===== src/rtl/vga_pkg.sv =====
// -----------------------------------------------------------------------------
// vga_pkg
//
// Shared types and default timing for the VGA raster generator.
//
// Contents
//   vga_phase_t         per-axis raster phase (visible, front porch, sync,
//                       back porch), in the order a line or frame visits them
//   VGA_H_* / VGA_V_*   640x480@60 Hz timing in pixels / lines
//   VGA_H_TOTAL/V_TOTAL full line / frame lengths
// -----------------------------------------------------------------------------
package vga_pkg;

  typedef enum logic [1:0] {
    PH_ACTIVE = 2'd0,
    PH_FRONT  = 2'd1,
    PH_SYNC   = 2'd2,
    PH_BACK   = 2'd3
  } vga_phase_t;

  // Horizontal timing in pixel clocks.
  localparam int VGA_H_ACTIVE = 640;
  localparam int VGA_H_FP     = 16;
  localparam int VGA_H_SYNC   = 96;
  localparam int VGA_H_BP     = 48;
  localparam int VGA_H_TOTAL  = VGA_H_ACTIVE + VGA_H_FP + VGA_H_SYNC + VGA_H_BP;

  // Vertical timing in lines.
  localparam int VGA_V_ACTIVE = 480;
  localparam int VGA_V_FP     = 10;
  localparam int VGA_V_SYNC   = 2;
  localparam int VGA_V_BP     = 33;
  localparam int VGA_V_TOTAL  = VGA_V_ACTIVE + VGA_V_FP + VGA_V_SYNC + VGA_V_BP;

endpackage : vga_pkg


===== src/rtl/vga_axis_counter.sv =====
// -----------------------------------------------------------------------------
// vga_axis_counter
//
// One raster axis: a position counter 0..TOTAL-1 with a phase FSM that walks
// ACTIVE -> FRONT -> SYNC -> BACK -> ACTIVE. The phase changes on the same
// step that moves the position onto a region boundary, so the registered
// phase always describes the registered position.
//
// Parameters
//   ACTIVE, FP, SYNC, BP   region lengths in steps (each at least 1)
//
// Ports
//   clk         in   clock
//   reset       in   asynchronous, active-high reset (pos=0, phase=ACTIVE)
//   step        in   advance one position this clock
//   pos         out  current position
//   phase       out  current phase
//   phase_next  out  phase after this clock (equals phase when step=0)
//   wrap        out  step && pos==TOTAL-1 (position returns to 0 this clock)
// -----------------------------------------------------------------------------
module vga_axis_counter
  import vga_pkg::*;
#(
  parameter  int ACTIVE = VGA_H_ACTIVE,
  parameter  int FP     = VGA_H_FP,
  parameter  int SYNC   = VGA_H_SYNC,
  parameter  int BP     = VGA_H_BP,
  localparam int TOTAL  = ACTIVE + FP + SYNC + BP,
  localparam int W      = $clog2(TOTAL)
) (
  input  logic           clk,
  input  logic           reset,
  input  logic           step,
  output logic [W-1:0]   pos,
  output vga_phase_t     phase,
  output vga_phase_t     phase_next,
  output logic           wrap
);

  // Last position of each region; reaching it with a step enters the next one.
  localparam logic [W-1:0] LAST_POS    = W'(TOTAL - 1);
  localparam logic [W-1:0] LAST_ACTIVE = W'(ACTIVE - 1);
  localparam logic [W-1:0] LAST_FRONT  = W'(ACTIVE + FP - 1);
  localparam logic [W-1:0] LAST_SYNC   = W'(ACTIVE + FP + SYNC - 1);

  logic [W-1:0] pos_next;

  // Next-state logic for both the counter and the phase FSM.
  always_comb begin
    // NOTE: every output of this block gets a value before any branch, so no
    // path can leave one unassigned and infer a latch.
    wrap       = step && (pos == LAST_POS);
    pos_next   = pos;
    phase_next = phase;

    if (step) begin
      pos_next = wrap ? '0 : pos + W'(1);

      unique case (phase)
        PH_ACTIVE: if (pos == LAST_ACTIVE) phase_next = PH_FRONT;
        PH_FRONT:  if (pos == LAST_FRONT)  phase_next = PH_SYNC;
        PH_SYNC:   if (pos == LAST_SYNC)   phase_next = PH_BACK;
        PH_BACK:   if (wrap)               phase_next = PH_ACTIVE;
        default:                           phase_next = PH_ACTIVE;
      endcase
    end
  end

  // State register.
  always_ff @(posedge clk or posedge reset) begin
    if (reset) begin
      pos   <= '0;
      phase <= PH_ACTIVE;
    end else begin
      // NOTE: sequential state uses non-blocking assignments so every register
      // samples its inputs from before the edge, independent of statement order.
      pos   <= pos_next;
      phase <= phase_next;
    end
  end

endmodule : vga_axis_counter


===== src/rtl/vga_sync_gen.sv =====
// -----------------------------------------------------------------------------
// vga_sync_gen
//
// VGA raster timing generator. A horizontal axis counter steps once per pixel
// tick; the vertical axis counter steps on every horizontal wrap. Sync, video
// enable and line/frame pulses are registered from the next-state phases, so
// they always describe the x/y presented in the same cycle.
//
// Build option
//   VGA_TICK_DIV_EN  defined: pixel tick on every second enabled clock
//                    (e.g. 50 MHz clk -> 25 MHz pixels); the first tick comes
//                    on the second enabled clock after reset.
//                    undefined: pix_tick follows enable, one pixel per clock.
//
// Parameters
//   H_ACTIVE, H_FP, H_SYNC, H_BP   horizontal timing (pixels)
//   V_ACTIVE, V_FP, V_SYNC, V_BP   vertical timing (lines)
//
// Ports
//   clk          in   clock
//   reset        in   asynchronous, active-high reset
//   enable       in   1 = run, 0 = freeze counters and outputs
//   pix_tick     out  pixel-rate strobe; positions advance only when 1
//   x            out  horizontal position 0..H_TOTAL-1
//   y            out  vertical position 0..V_TOTAL-1
//   hsync        out  active-low horizontal sync
//   vsync        out  active-low vertical sync
//   video_on     out  1 while x < H_ACTIVE and y < V_ACTIVE
//   line_start   out  1-clock pulse in the cycle x wraps to 0
//   frame_start  out  1-clock pulse in the cycle x and y both wrap to 0
// -----------------------------------------------------------------------------
module vga_sync_gen
  import vga_pkg::*;
#(
  parameter  int H_ACTIVE = VGA_H_ACTIVE,
  parameter  int H_FP     = VGA_H_FP,
  parameter  int H_SYNC   = VGA_H_SYNC,
  parameter  int H_BP     = VGA_H_BP,
  parameter  int V_ACTIVE = VGA_V_ACTIVE,
  parameter  int V_FP     = VGA_V_FP,
  parameter  int V_SYNC   = VGA_V_SYNC,
  parameter  int V_BP     = VGA_V_BP,
  localparam int H_TOTAL  = H_ACTIVE + H_FP + H_SYNC + H_BP,
  localparam int V_TOTAL  = V_ACTIVE + V_FP + V_SYNC + V_BP,
  localparam int HW       = $clog2(H_TOTAL),
  localparam int VW       = $clog2(V_TOTAL)
) (
  input  logic          clk,
  input  logic          reset,
  input  logic          enable,
  output logic          pix_tick,
  output logic [HW-1:0] x,
  output logic [VW-1:0] y,
  output logic          hsync,
  output logic          vsync,
  output logic          video_on,
  output logic          line_start,
  output logic          frame_start
);

  // ---------------------------------------------------------------------------
  // Pixel tick
  // ---------------------------------------------------------------------------
`ifdef VGA_TICK_DIV_EN
  logic div_q;

  // Toggles on each enabled clock; the tick is taken on the odd half so the
  // first pixel advance lands on the second enabled clock after reset.
  always_ff @(posedge clk or posedge reset) begin
    if (reset) begin
      div_q <= 1'b0;
    end else if (enable) begin
      div_q <= ~div_q;
    end
  end

  assign pix_tick = enable & div_q;
`else
  assign pix_tick = enable;
`endif

  // ---------------------------------------------------------------------------
  // Axis counters
  // ---------------------------------------------------------------------------
  vga_phase_t h_phase, h_phase_next;
  vga_phase_t v_phase, v_phase_next;
  logic       h_wrap, v_wrap;

  vga_axis_counter #(
    .ACTIVE (H_ACTIVE),
    .FP     (H_FP),
    .SYNC   (H_SYNC),
    .BP     (H_BP)
  ) u_h_axis (
    .clk        (clk),
    .reset      (reset),
    .step       (pix_tick),
    .pos        (x),
    .phase      (h_phase),
    .phase_next (h_phase_next),
    .wrap       (h_wrap)
  );

  // The vertical axis steps once per line, on the same edge x wraps to 0, so
  // its wrap already implies the horizontal wrap.
  vga_axis_counter #(
    .ACTIVE (V_ACTIVE),
    .FP     (V_FP),
    .SYNC   (V_SYNC),
    .BP     (V_BP)
  ) u_v_axis (
    .clk        (clk),
    .reset      (reset),
    .step       (h_wrap),
    .pos        (y),
    .phase      (v_phase),
    .phase_next (v_phase_next),
    .wrap       (v_wrap)
  );

  // ---------------------------------------------------------------------------
  // Output registers
  // ---------------------------------------------------------------------------
  // Decoding the next-state phases makes each registered output line up with
  // the x/y that the counters load on the same edge (zero latency).
  always_ff @(posedge clk or posedge reset) begin
    if (reset) begin
      hsync       <= 1'b1;
      vsync       <= 1'b1;
      video_on    <= 1'b1;
      line_start  <= 1'b0;
      frame_start <= 1'b0;
    end else begin
      // Pulses are single-clock: they fall again on the following clock even
      // when the generator is frozen.
      line_start  <= h_wrap;
      frame_start <= v_wrap;

      if (pix_tick) begin
        hsync    <= (h_phase_next != PH_SYNC);
        vsync    <= (v_phase_next != PH_SYNC);
        video_on <= (h_phase_next == PH_ACTIVE) && (v_phase_next == PH_ACTIVE);
      end else begin
        // Positions are frozen; re-deriving from the held phases keeps the
        // outputs tied to the counters without a separate hold path.
        hsync    <= (h_phase != PH_SYNC);
        vsync    <= (v_phase != PH_SYNC);
        video_on <= (h_phase == PH_ACTIVE) && (v_phase == PH_ACTIVE);
      end
    end
  end

endmodule : vga_sync_gen

===== config.mk =====
export PLATFORM = sky130hd
export DESIGN_NAME = vga_sync_gen
export DESIGN_NICKNAME = d
export VERILOG_FILES = /design/src/rtl/vga_pkg.sv /design/src/rtl/vga_axis_counter.sv /design/src/rtl/vga_sync_gen.sv
export SDC_FILE = /design/constraint.sdc
export NUM_CORES = 1
export LEC_CHECK = 0
export CORE_ASPECT_RATIO = 0.5
export CORE_MARGIN = 2
export CORE_UTILIZATION = 50
export DETAILED_ROUTE_END_ITERATION = 10
export PLACE_DENSITY_LB_ADDON = 0.05
export SETUP_SLACK_MARGIN = 0.3
export SLEW_MARGIN = 20
export SYNTH_ARGS = -nofsm -noshare
export SYNTH_HDL_FRONTEND = slang
export SYNTH_HIERARCHICAL = 1
export SYNTH_SLANG_ARGS = --single-unit

===== constraint.sdc =====
create_clock -name clk -period 6.7 [get_ports clk]
set_input_delay 2.01 -clock clk [delete_from_list [all_inputs] [get_ports clk]]
set_output_delay 2.01 -clock clk [all_outputs]
set_load 0.03 [all_outputs]

==> results by group, run 1 <==
Yosys
  – Post-synth top flop: dfrtp_1
  – #FFs+latches synth: 29
  – Ys Warns: 6
  – Post-Syn Nets: 162
  – Post-synth ARST share: 1.00
  – Post-synth EDFFs: 0
  – Syn avg cell area: 10.5 um^2
  – Sequential fraction of the synthesis area: 0.448
  – Mapped Cells: between 150 and 200
  – Post-Syn Area: 1630 um^2
  – Synth cell types: 56

Die
  – IO Pins: 29
  – Chip height: 44.4 um
  – Die width: 84.7 um
  – Die Footprint: between 3000 and 4000 um^2
  – CORE AREA: approximately 3000 um^2
  – Starting Density: 0.534
  – FP Rows: 14

STA
  – Final Cycle Share: 0.802
  – Worst-Margin Slew: 0.522 ns
  – Skew final: roughly 0.0086 ns
  – Setup ws final: 1.33 ns
  – Final Max Tran Viols: 0
  – Final TNS setup: 0 ns
  – Rel. slew slack: 0.651
  – Final setup fails: 0
  – RSZ-0062 raised after global routing: false
  – Worst hold slack: 0.528 ns
  – Shortest period the worst path allows: approximately 5.4 ns
  – Final Hold Viols: 0
  – Fmax achieved: 186 MHz

Critical path
  – Setup CP Type: in -> out
  – Required @ worst endpoint: 4.69 ns
  – Critical Path AT: about 3.4 ns
  – CP Capture Type: output pin
  – Launching point of the worst reg2reg path: u_h_axis/pos[1]
  – Critical path launch point type: primary input
  – Crit path max fanout: 18
  – CP Launch Point: enable

Power
  – Logic pwr share: 0.232
  – LEAKAGE: slightly below 0.0009 uW
  – Sequential share of power: 0.460
  – Switching share of power: 0.338
  – Pint: 322 uW
  – Clk pwr share: 0.308
  – Pwr dens: 242 nW/um^2
  – VDD IR-drop max: 0.162 mV
  – Sw Pwr: 164 uW

Final layout
  – Nets: 193
  – N_diodes: 0
  – Layout cell share with drive strength beyond 1: 0.123
  – Syn-to-layout area delta: 23.4%
  – Fillers: 243

CTS
  – H-tree depth: 2
  – TritonCTS clock tree: done
  – Reg clk slew, reported paths: ~0.060 ns
  – Clock root cell: clkbuf_8
  – Post-CTS Hold Buffers: 0
  – Worst skew pair latency: 0.28 ns
  – Post-CTS Setup Bufs: 0
  – CTS Buf Count: 5
  – Sink Count: 29
  – Resize count post-CTS: 0
  – Clock buffer depth: 2

Route
  – Drt via density: between 5 and 6
  – Routed Antenna Nets: 0
  – DRT iter0 DRCs: 45
  – TritonRoute pass-1 iters: 4
  – DRC: 0
  – Final wirelength: 3420 um
  – Vias: 1285
  – Wirelength per Cell: 15.1 um

Placement
  – GPL Wtd Cong: 0.802
  – Dpl hpwl: 2320 um
  – Worst slack at placement: 1.32 ns
  – # port buffers: 28

Global routing
  – GR peak layer: met2
  – Total grt overflow: 0
  – Largest net degree at the start of global routing: 19
  – Initial antenna violation count: 0
  – First-pass GRT wire length: 5440 um
  – Met3 Use GR: 0.0634
  – Total GRT Usage: 0.191
  – Met2 Usage GRT: 0.299
  – Met1 usage: 0.251
  – Number of global-route vias before repair: 1160

Worst hold path
  – Worst min path class: reg -> reg
  – HP Start: u_h_axis/phase[1]

Run status
  – Status: completed

Run
  – Maxcap violations: 0
==> worst max-delay path: stages <==
cell and delay, ns:
clkdlybuf4s50_1 0.45, buf_4 0.20, clkdlybuf4s50_1 0.70
==> final timing paths <==
check	end	slack [ns]	cells past startpoint
worst max-delay path	pix_tick	1.33	3
worst min-delay path	hsync	0.53	1
worst max register to register	video_on	3.72	9
worst min register to register	hsync	0.53	1
max in group asynchronous	u_v_axis/pos[3]	4.27	2
min in group asynchronous	frame_start	2.00	2
==> cells by family after synthesis <==
kind of cell               after synthesis  synth area share
xor gates and xnor gates                10            0.0538
muxes                                    3            0.0215
DFF                                     29             0.448
buffers and inverters                   20            0.0630
adders and majority gates                4            0.0307
AOI/OAI and AO/OA                       25             0.111
and+or+nand+nor                         64             0.273
==> layout make-up <==
cell class	instances	area (um^2)	area share
timing repair buffer	29	288	0.143
tap	40	50.0	0.0249
clock buffer	8	90.1	0.0448
multi-input combinational	106	797	0.396
inverter	15	56.3	0.0280
sequential	29	729	0.363
==> state kept, by name, summed over array words and instances, names as in the netlist <==
name            flops
u_h_axis/pos       10
u_v_axis/pos       10
u_h_axis/phase      2
u_v_axis/phase      2
frame_start         1
hsync               1
line_start          1
video_on            1
vsync               1
==> power by group through the flow <==
stage	clock network, uW	logic [uW]	registers [uW]
2_1_floorplan	0	41.2	252
3_3_place_gp	0	111	226
3_5_place_dp	0	113	227
4_1_cts	154	114	224
5_1_grt	161	120	229
6_report	150	113	224
==> through the flow <==
stage / util / cell area [um^2] / power (uW) / instances
5_1_grt: 0.660 / 2010 / 510 / 227
3_3_place_gp: 0.630 / 1920 / 337 / 219
3_5_place_dp: 0.630 / 1920 / 340 / 219
2_1_floorplan: - / 1630 / 293 / 155
4_1_cts: 0.660 / 2010 / 492 / 227
6_report: 0.660 / 2010 / 487 / 227
==> layer usage <==
metal	routed length (um)	share of wire
met5	0	0
met4	45	0.013
met3	128	0.037
met2	1570	0.46
met1	1680	0.49
==> synthesized netlist by cell type (3+ instances only) <==
master    n  area [um^2]
xnor2_1   7         61.3
nand2_1  13         48.8
inv_1    15         56.3
and3_1    7         43.8
dfrtp_1  26          651
ha_1      4         50.1
o21ai_0   4         20.0
o22ai_1   3         18.8
xor2_1    3         26.3
nand3_1   4         20.0
dfstp_2   3         78.8
nor2_1    8         30.0
buf_6     3         33.8
nand4_1   3         18.8
==> placed cells by master, fill, tap and decap left out, drive strengths merged, types with 2 or more instances in the layout <==
cell	count
clkdlybuf4s50	28
dfrtp	26
inv	15
nand2	13
nor2	8
and3	8
clkbuf	8
xnor2	7
o21ai	5
nand4	5
nand3	4
ha	4
nor4	4
o22ai	3
dfstp	3
xor2	3
nor3	3
a32oi	2
or3	2
a21oi	2
o31ai	2
mux2i	2
and4bb	2
and2	2
nor4b	2
Note: power is estimated with default switching activity, not from simulation.
==> run 2, diff against run 1 <==
- clock period: 6.7 -> 5.6 ns (I/O delays scaled with it)
==> results by group, run 2 (synthesis results as in run 1) <==
Route
  – Drt via density: 5.59
  – Routed Antenna Nets: 0
  – Wirelength per Cell: 14.7 um
  – DRT iter0 DRCs: 42
  – DRC: 0
  – Vias: 1274
  – Final wirelength: approximately 3400 um
  – TritonRoute pass-1 iters: 4

Global routing
  – Initial antenna violation count: 0
  – Total GRT Usage: 0.201
  – Largest net degree at the start of global routing: 18
  – Number of global-route vias before repair: ~1200
  – Total grt overflow: 0
  – First-pass GRT wire length: 5720 um

STA
  – Final TNS setup: 0 ns
  – RSZ-0062 raised after global routing: false
  – Worst-Margin Slew: 0.516 ns
  – Rel. slew slack: 0.652
  – Final Max Tran Viols: 0
  – Final Cycle Share: 0.815
  – Shortest period the worst path allows: between 4 and 5 ns
  – Final setup fails: 0
  – Fmax achieved: 219 MHz
  – Skew final: 0.00417 ns
  – Final Hold Viols: 0

Power
  – Pint: 396 uW
  – Sw Pwr: 199 uW
  – LEAKAGE: between 0.0009 and 0.001 uW
  – Clk pwr share: 0.325
  – Pwr dens: approximately 290 nW/um^2
  – Logic pwr share: 0.227
  – VDD IR-drop max: 0.187 mV
  – Switching share of power: 0.334
  – Sequential share of power: 0.448

Final layout
  – Syn-to-layout area delta: 24.6%
  – N_diodes: 0
  – Layout cell share with drive strength beyond 1: 0.138
  – Most frequent cells in the layout: clkdlybuf4s50_1, dfrtp_1, inv_1, nand2_1, nor2_1
  – Largest regs: u_h_axis/pos: 10 flops, u_v_axis/pos: 10 flops
  – Fillers: 251
  – Design area: 2030 um^2
  – Nets: 194
  – Commonest non-fill, non-tap cell in the layout: clkdlybuf4s50_1

Run
  – Maxcap violations: 0

Die
  – Die width: 84.7 um
  – Chip height: 44.4 um
  – IO Pins: 29
  – Die Footprint: 3760 um^2
  – FP Rows: 14
  – CORE AREA: roughly 3000 um^2
  – Starting Density: 0.534

Run status
  – Status: completed

Critical path
  – Bufs and invs on worst path: 2
  – Critical path launch point type: primary input
  – Critical path's slowest cell: clkdlybuf4s50_1
  – Crit path max fanout: 2
  – Critical Path AT: 2.88 ns
  – Required @ worst endpoint: 3.92 ns
  – CP Capture Type: output pin
  – CP most frequent cell: clkdlybuf4s50_1
  – Critical path's largest stage delay: 0.69 ns
  – Crit-path cells: clkdlybuf4s50_1 -> clkdlybuf4s50_1
  – Delay-heaviest family, CP: buffers and inverters
  – Setup CP Type: in -> out
  – Worst path depth: 2
  – Reg2Reg Depth: 10

CTS
  – Clock buffer depth: 2
  – Worst skew pair latency: 0.28 ns
  – Reg clk slew, reported paths: around 0.06 ns
  – H-tree depth: 2
  – CTS Buf Count: 5
  – Clock root cell: clkbuf_8
  – Post-CTS Setup Bufs: 0
  – TritonCTS clock tree: done
  – Sink Count: 29
  – Resize count post-CTS: 0
  – Post-CTS Hold Buffers: 0

Placement
  – # port buffers: 28
  – GPL Wtd Cong: 0.809
  – Dpl hpwl: 2350 um
  – Placed inst area: 1930 um^2

Worst hold path
  – Hold path depth: 1
  – Worst min path class: reg -> reg
run 2: path summary, 6_finish.rpt:
path	startpoint	to	slack, ns
max in group asynchronous	reset	u_v_axis/pos[1]	3.49
min in group asynchronous	reset	frame_start	1.67
worst min register to register	u_v_axis/pos[7]	u_v_axis/pos[7]	0.54
worst min-delay path	u_v_axis/pos[7]	u_v_axis/pos[7]	0.54
worst max register to register	u_h_axis/pos[1]	video_on	2.84
worst max-delay path	enable	pix_tick	1.04
run 2: power by group through the flow:
stage          Clock [uW]  Combinational [uW]  Sequential, uW
3_3_place_gp            0                 133             270
6_report              194                 135             266
5_1_grt               210                 145             272
3_5_place_dp            0                 135             271
2_1_floorplan           0                49.3             301
4_1_cts               201                 136             267
run 2: per-layer routing:
metal / track usage / vias up / share of wire
li1: - / 627 / -
met1: 0.267 / 621 / 0.50
met2: 0.312 / 20 / 0.44
met3: 0.0728 / 6 / 0.044
met4: 0.0698 / 0 / 0.014
met5: 0 / - / 0
run 2: area by class of cell:
cell class / count / area [um^2] / share of cell area
Clock inverter: 1 / 5.00 / 0.00247
Multi-Input combinational cell: 106 / 797 / 0.393
Tap cell: 40 / 50.0 / 0.0247
Inverter: 15 / 56.3 / 0.0277
Timing Repair Buffer: 30 / 295 / 0.145
Clock buffer: 7 / 96.3 / 0.0475
Sequential cell: 29 / 729 / 0.359
run 2: metrics by stage:
stage	utilization	setup WS (ns)	total power [uW]	cells	hold WS, ns
after floorplan	-	1.95	351	155	0.460
after global placement	0.633	1.02	403	220	0.516
after detailed placement	0.633	1.04	406	220	0.524
after CTS	0.666	1.03	604	228	0.541
after global routing	0.666	1.02	627	228	0.570
final	0.666	1.04	595	228	0.540
